File: config.mk
export PLATFORM = sky130hd
export DESIGN_NAME = mem_wb_writeback
export DESIGN_NICKNAME = d
export VERILOG_FILES = /design/src/rtl/mem_wb_writeback.sv
export SDC_FILE = /design/constraint.sdc
export NUM_CORES = 1
export LEC_CHECK = 0
export ABC_AREA = 1
export CAP_MARGIN = 5
export CORE_MARGIN = 2
export CORE_UTILIZATION = 25
export DETAILED_ROUTE_END_ITERATION = 7
export PLACE_DENSITY = 0.6
export SKIP_CTS_REPAIR_TIMING = 1
export SLEW_MARGIN = 20
export SYNTH_ARGS = -nofsm -noshare
export SYNTH_HDL_FRONTEND = slang
export SYNTH_SLANG_ARGS = --single-unit
File: constraint.sdc
create_clock -name clk_i -period 1.6 [get_ports clk_i]
set_clock_uncertainty 0.1 [all_clocks]
set_input_delay 0.16 -clock clk_i [delete_from_list [all_inputs] [get_ports clk_i]]
set_output_delay 0.16 -clock clk_i [all_outputs]
set_load 0.05 [all_outputs]
File: src/rtl/mem_wb_writeback.sv
// MEM/WB pipeline register and register-file writeback driver with forwarding tap and retire counter.
// Optional sub-word load extraction is enabled by defining WB_SUBWORD_LOAD_EN.
module mem_wb_writeback #(
    parameter int XLEN  = 32,
    parameter int CNT_W = 32
) (
    input  logic             clk_i,
    input  logic             rst_i,
    input  logic             stall_i,
    input  logic             flush_i,
    input  logic             valid_i,
    input  logic             RegWrite_i,
    input  logic             MemtoReg_i,
    input  logic [4:0]       RDaddr_i,
    input  logic [XLEN-1:0]  ALUResult_i,
    input  logic [XLEN-1:0]  MemData_i,
    input  logic [2:0]       funct3_i,
    output logic [4:0]       RDaddr_o,
    output logic [XLEN-1:0]  RDdata_o,
    output logic             RegWrite_o,
    output logic             fwd_valid_o,
    output logic [CNT_W-1:0] retire_cnt_o
);

    logic             wb_valid_q, wb_valid_d;
    logic             wb_regwrite_q, wb_regwrite_d;
    logic             wb_memtoreg_q, wb_memtoreg_d;
    logic [4:0]       wb_rd_q, wb_rd_d;
    logic [XLEN-1:0]  wb_alu_q, wb_alu_d;
    logic [XLEN-1:0]  wb_mem_q, wb_mem_d;
    logic [CNT_W-1:0] retire_cnt_q, retire_cnt_d;
    logic             retire;
    logic [XLEN-1:0]  load_val;
`ifdef WB_SUBWORD_LOAD_EN
    logic [2:0]       wb_f3_q, wb_f3_d;
    logic [1:0]       wb_off_q, wb_off_d;
`else
    logic             unused_f3;
    assign unused_f3 = ^funct3_i;
`endif

    // An instruction retires when it leaves WB: valid, not held, not squashed.
    always_comb begin
        wb_valid_d    = wb_valid_q;
        wb_regwrite_d = wb_regwrite_q;
        wb_memtoreg_d = wb_memtoreg_q;
        wb_rd_d       = wb_rd_q;
        wb_alu_d      = wb_alu_q;
        wb_mem_d      = wb_mem_q;
`ifdef WB_SUBWORD_LOAD_EN
        wb_f3_d       = wb_f3_q;
        wb_off_d      = wb_off_q;
`endif
        retire = wb_valid_q & ~stall_i & ~flush_i;
        if (flush_i) begin
            wb_valid_d    = 1'b0;
            wb_regwrite_d = 1'b0;
        end else if (!stall_i) begin
            wb_valid_d    = valid_i;
            wb_regwrite_d = RegWrite_i & valid_i;
            wb_memtoreg_d = MemtoReg_i;
            wb_rd_d       = RDaddr_i;
            wb_alu_d      = ALUResult_i;
            wb_mem_d      = MemData_i;
`ifdef WB_SUBWORD_LOAD_EN
            wb_f3_d       = funct3_i;
            wb_off_d      = ALUResult_i[1:0];
`endif
        end
        retire_cnt_d = retire_cnt_q + CNT_W'(retire);
    end

    always_ff @(posedge clk_i or negedge rst_i) begin
        if (!rst_i) begin
            wb_valid_q    <= 1'b0;
            wb_regwrite_q <= 1'b0;
            wb_memtoreg_q <= 1'b0;
            wb_rd_q       <= '0;
            wb_alu_q      <= '0;
            wb_mem_q      <= '0;
            retire_cnt_q  <= '0;
`ifdef WB_SUBWORD_LOAD_EN
            wb_f3_q       <= '0;
            wb_off_q      <= '0;
`endif
        end else begin
            wb_valid_q    <= wb_valid_d;
            wb_regwrite_q <= wb_regwrite_d;
            wb_memtoreg_q <= wb_memtoreg_d;
            wb_rd_q       <= wb_rd_d;
            wb_alu_q      <= wb_alu_d;
            wb_mem_q      <= wb_mem_d;
            retire_cnt_q  <= retire_cnt_d;
`ifdef WB_SUBWORD_LOAD_EN
            wb_f3_q       <= wb_f3_d;
            wb_off_q      <= wb_off_d;
`endif
        end
    end

`ifdef WB_SUBWORD_LOAD_EN
    logic [7:0]  ld_byte;
    logic [15:0] ld_half;

    // Misaligned halves ignore off[0] and take the half selected by off[1].
    always_comb begin
        ld_byte  = wb_mem_q[{wb_off_q, 3'b000} +: 8];
        ld_half  = wb_mem_q[{wb_off_q[1], 4'b0000} +: 16];
        load_val = wb_mem_q;
        case (wb_f3_q)
            3'b000:  load_val = {{(XLEN-8){ld_byte[7]}}, ld_byte};
            3'b001:  load_val = {{(XLEN-16){ld_half[15]}}, ld_half};
            3'b100:  load_val = {{(XLEN-8){1'b0}}, ld_byte};
            3'b101:  load_val = {{(XLEN-16){1'b0}}, ld_half};
            default: load_val = wb_mem_q;
        endcase
    end
`else
    assign load_val = wb_mem_q;
`endif

    assign RegWrite_o   = wb_valid_q & wb_regwrite_q & (wb_rd_q != 5'd0);
    assign fwd_valid_o  = RegWrite_o;
    assign RDaddr_o     = wb_rd_q;
    assign RDdata_o     = wb_memtoreg_q ? load_val : wb_alu_q;
    assign retire_cnt_o = retire_cnt_q;

endmodule

Word level (Yosys, flattened, before mapping):

Cells that the tools add are included.

* flip-flop bits (word level): 104
* bits of input ports: 79
* output and inout bits: 71

* $add $sub $neg: 1
* equal/unequal tests: 1
* mux-type cells: 5
* bitwise operators: 7
* reduce and logical (&&, ||, !) cells: 2

Operators by type and width (count)
* adder 32 x 1 -> 32 bit: 1
* two-way mux 32 bit: 1
* bitwise AND 1 bit: 5
* nonzero test 5 bit: 1
* two-way mux 1 bit: 4
* != test 2 x 1 -> 1 bit (second input constant): 1
* inverter 1 bit: 2
* AND reduction 2 bit: 1

Depth between registers and ports, before layout:

* word-level depth: 4
* gate-level depth with buffers: 13
* mapped depth without buffers: 12

Least setup slack after synthesis:

OpenSTA, ideal clock, no wires.

* kind: register to output
* start: register wb_memtoreg_q
* end: output port RDdata_o[24]
* arrival: 1820 ps
* data required time: 1340 ps
* setup slack: -480 ps
* cell stages (with the launch flop): 4
* path through: dfrtp_1 -> clkbuf_1 -> clkbuf_1 -> o21ai_0

* cells in the longest elaborated chain, start to end: 1

RTL lines
* start, declared: line 27 `logic wb_memtoreg_q, wb_memtoreg_d;`
* start signal, assigned: line 89 `wb_memtoreg_q <= wb_memtoreg_d;`
* two-way mux 32 bit: line 125 `assign RDdata_o = wb_memtoreg_q ? load_val : wb_alu_q;`
* end, declared: line 19 `output logic [XLEN-1:0] RDdata_o,`

No other way between the ends.

Worst setup path after layout:

* start: register wb_memtoreg_q
* end: output port RDdata_o[31]

Same word-level chain as after synthesis.

==> results.toml <==
[floorplanning]
std_cell_rows = 51
dieArea_um2 = 20600
io-pin-count = 150
start_util_pct = 25.3
design.core.area_um2 = 19300
dieWidth_um = 144
die_y_um = 144

[timing]
slew_headroom_pct = 36.4
setup_slack_ps = -190
rsz0062_at_grt = "true"
hold_viol = 0
maxSlewViolCount = 0
layout_min_cycle_time_ps = 1790
worst_pin_slew_ps = 955
fmax_mhz = 559
setup-violations-final = 53
period_share_pct = 112

[clock_network]
clk_pin_slew_worst_paths_ps = 70
cts_max_path_buffers = 2
cts_buffers = 9
cts.sink_count = 104
cts-root-buf = "clkbuf_16"
clk-insertion-delay-late_ps = 350
cts_tree = "done"
htree_levels = 3

[route]
dr_wl_met2_um = 6350
wl_per_cell_um = 13.1
top_layer_used = "met4"
drcViolationCount = 0
ant_nets = 0
drt_wl_total_um = 13700
wl_met3_um = 1190
dr.first_iter.drc_count = 165
viasPerCell = 4.18
routed-via-count = 4400
wl_met1_um = 6020
firstDrtPassIters = 5

[final_layout]
final_nets = 863
drive_gt1_share_pct = 26.3
postLayoutCellArea_um2 = 7910
final_cell_mix = "258 x nand2_1, 97 x dfrtp_1, 72 x clkdlybuf4s50_1"
layout_commonest_cell = "nand2_1"
area_growth_pct = 62.4

[synth]
syn_nets = 690
synth_top_cell_by_area = "dfrtp_1"
yosysWarnings = 0
synth_ff_type = "dfrtp_1"
syn_inst = 608
async_flop_share_pct = 100
ys_seq_area_share_pct = 53.5
syn_avg_cell_area_um2 = 8.01
ys_ff_latch = 104
yosysTopAreaCellShare_pct = 53.5
synth.area.top_cells = "dfrtp_1 53%, nand2_1 21%, o21ai_0 6.8%, inv_1 4.4%, nor2_1 2.3%"
syn-cell-area_um2 = 4870
yosysUniqueCellTypes = 21
synth_edf_count = 0

[placement]
dp_hpwl_um = 9420
portBuffers = 146
place_area_um2 = 7160
place.gp.congestion = 0.838

[worst_setup_path]
crit_chain = "buf_6 -> clkbuf_16 -> o21ai_2 -> buf_12"
critPathKind = "reg -> out"
critPathArrivalTime_ps = 1530
worstPathMaxFanout = 8
critPathSlowestCell = "dfrtp_2"
slowest_delay_ps = 480
crit_required_ps = 1340
cp-end-kind = "primary output"
startpoint_type = "register"

[global_route]
grt_pass1_wl_um = 21100
overflow = 0
gr-usage-all-layers_pct = 13.1
grt_max_degree = 107
antenna_found_initial = 2
grt_pass1_vias = 4099

[flow_run]
cap_violations = 0

[power_and_ir_drop]
p_per_area_nw_per_um2 = 1000
power_uw = 7920
leakagePower_uw = 0.00372
peakVddDrop_mv = 0.521

[hold_path]
hold_class = "in -> reg"

[outcome]
run_status = "finished, violations left"
violations = "setup timing"
-- logic make-up (layout without fill, tap and decap cells) --
logic type / count (synthesis) / count (layout) / share of synthesized area [%]
other: 0 / 2 / 0
xor gates and xnor gates: 15 / 15 / 2.85
and+or+nand+nor: 340 / 340 / 29.5
adders and majority gates: 3 / 3 / 0.771
DFF: 104 / 104 / 53.5
AOI/OAI and AO/OA: 66 / 66 / 6.79
buffers and inverters: 80 / 258 / 6.61
-- cell type report --
cell class	count	area, um^2
antenna	2	5.00
clock buffer	10	229
clock inverter	6	46.3
fill	1943	11400
inverter	58	220
multi-input combinational	424	2300
sequential	104	2610
tap	265	332
timing repair buffer	184	2160
-- metrics by stage --
step	hold slack [ps]	std cells	setup WS, ps	utilization [%]	TNS (ps)
floorplan	-236	608	-295	-	-6340
global placement	12.6	1019	-557	37.1	-40590
detailed placement	14.3	1019	-587	37.1	-42660
CTS	-374	1035	-245	38.6	-8740
global route	135	1051	-271	41.0	-9310
finish	72.8	1053	-190	41.0	-5090
-- flip-flops by register name (all words and copies together) (netlist names) --
signal and flops:
load_val 32, retire_cnt_o 32, wb_alu_q 32, RDaddr_o 5
wb_memtoreg_q 1, wb_regwrite_q 1, wb_valid_q 1
-- power by group --
part	total [uW]	switching (uW)	internal (uW)	leakage (uW)
logic	2740	1500	1250	0.00227
registers	3070	176	2900	0.00132
clock network	2110	1050	1060	0.000129
-- synthesized netlist by cell type, types with 4 or more instances --
cell type    n
nand2_1    267
dfrtp_1    104
o21ai_0     66
inv_1       57
nor2_1      30
nand3_1     12
buf_2       11
xor2_1      10
clkbuf_1     9
nand3b_1     8
nor2_2       7
nor2_4       7
nand2_2      5
xnor2_1      4
-- layer usage --
metal,vias up,global-route usage (%)
met5,-,0
met4,0,4.13
met3,13,5.53
met2,117,20.4
met1,2063,16.5
li1,2207,-
-- final timing paths --
check                                             end  slack [ps]                 startpoint  depth (start not counted)
max                                      RDdata_o[31]        -190  wb_memtoreg_q$_DFFE_PN0P_                          4
min                            wb_valid_q$_DFFE_PN0P_          70                    flush_i                          4
max reg2reg                retire_cnt_o[26]$_DFF_PN0_        -160     wb_valid_q$_DFFE_PN0P_                         11
min reg2reg                  load_val[27]$_DFFE_PN0P_         370   load_val[27]$_DFFE_PN0P_                          2
max in group asynchronous     RDaddr_o[2]$_DFFE_PN0P_         630                      rst_i                          3
min in group asynchronous  retire_cnt_o[28]$_DFF_PN0_         170                      rst_i                          2
-- critical path: cells and delay by family (launching register included) --
| family | cells | cell delay, ps |
|---|---|---|
| buffers and inverters | 3 | 490 |
| AO/OA/AOI/OAI | 1 | 200 |
| flip-flops | 1 | 480 |
Note: power is estimated with default switching activity, not from simulation.
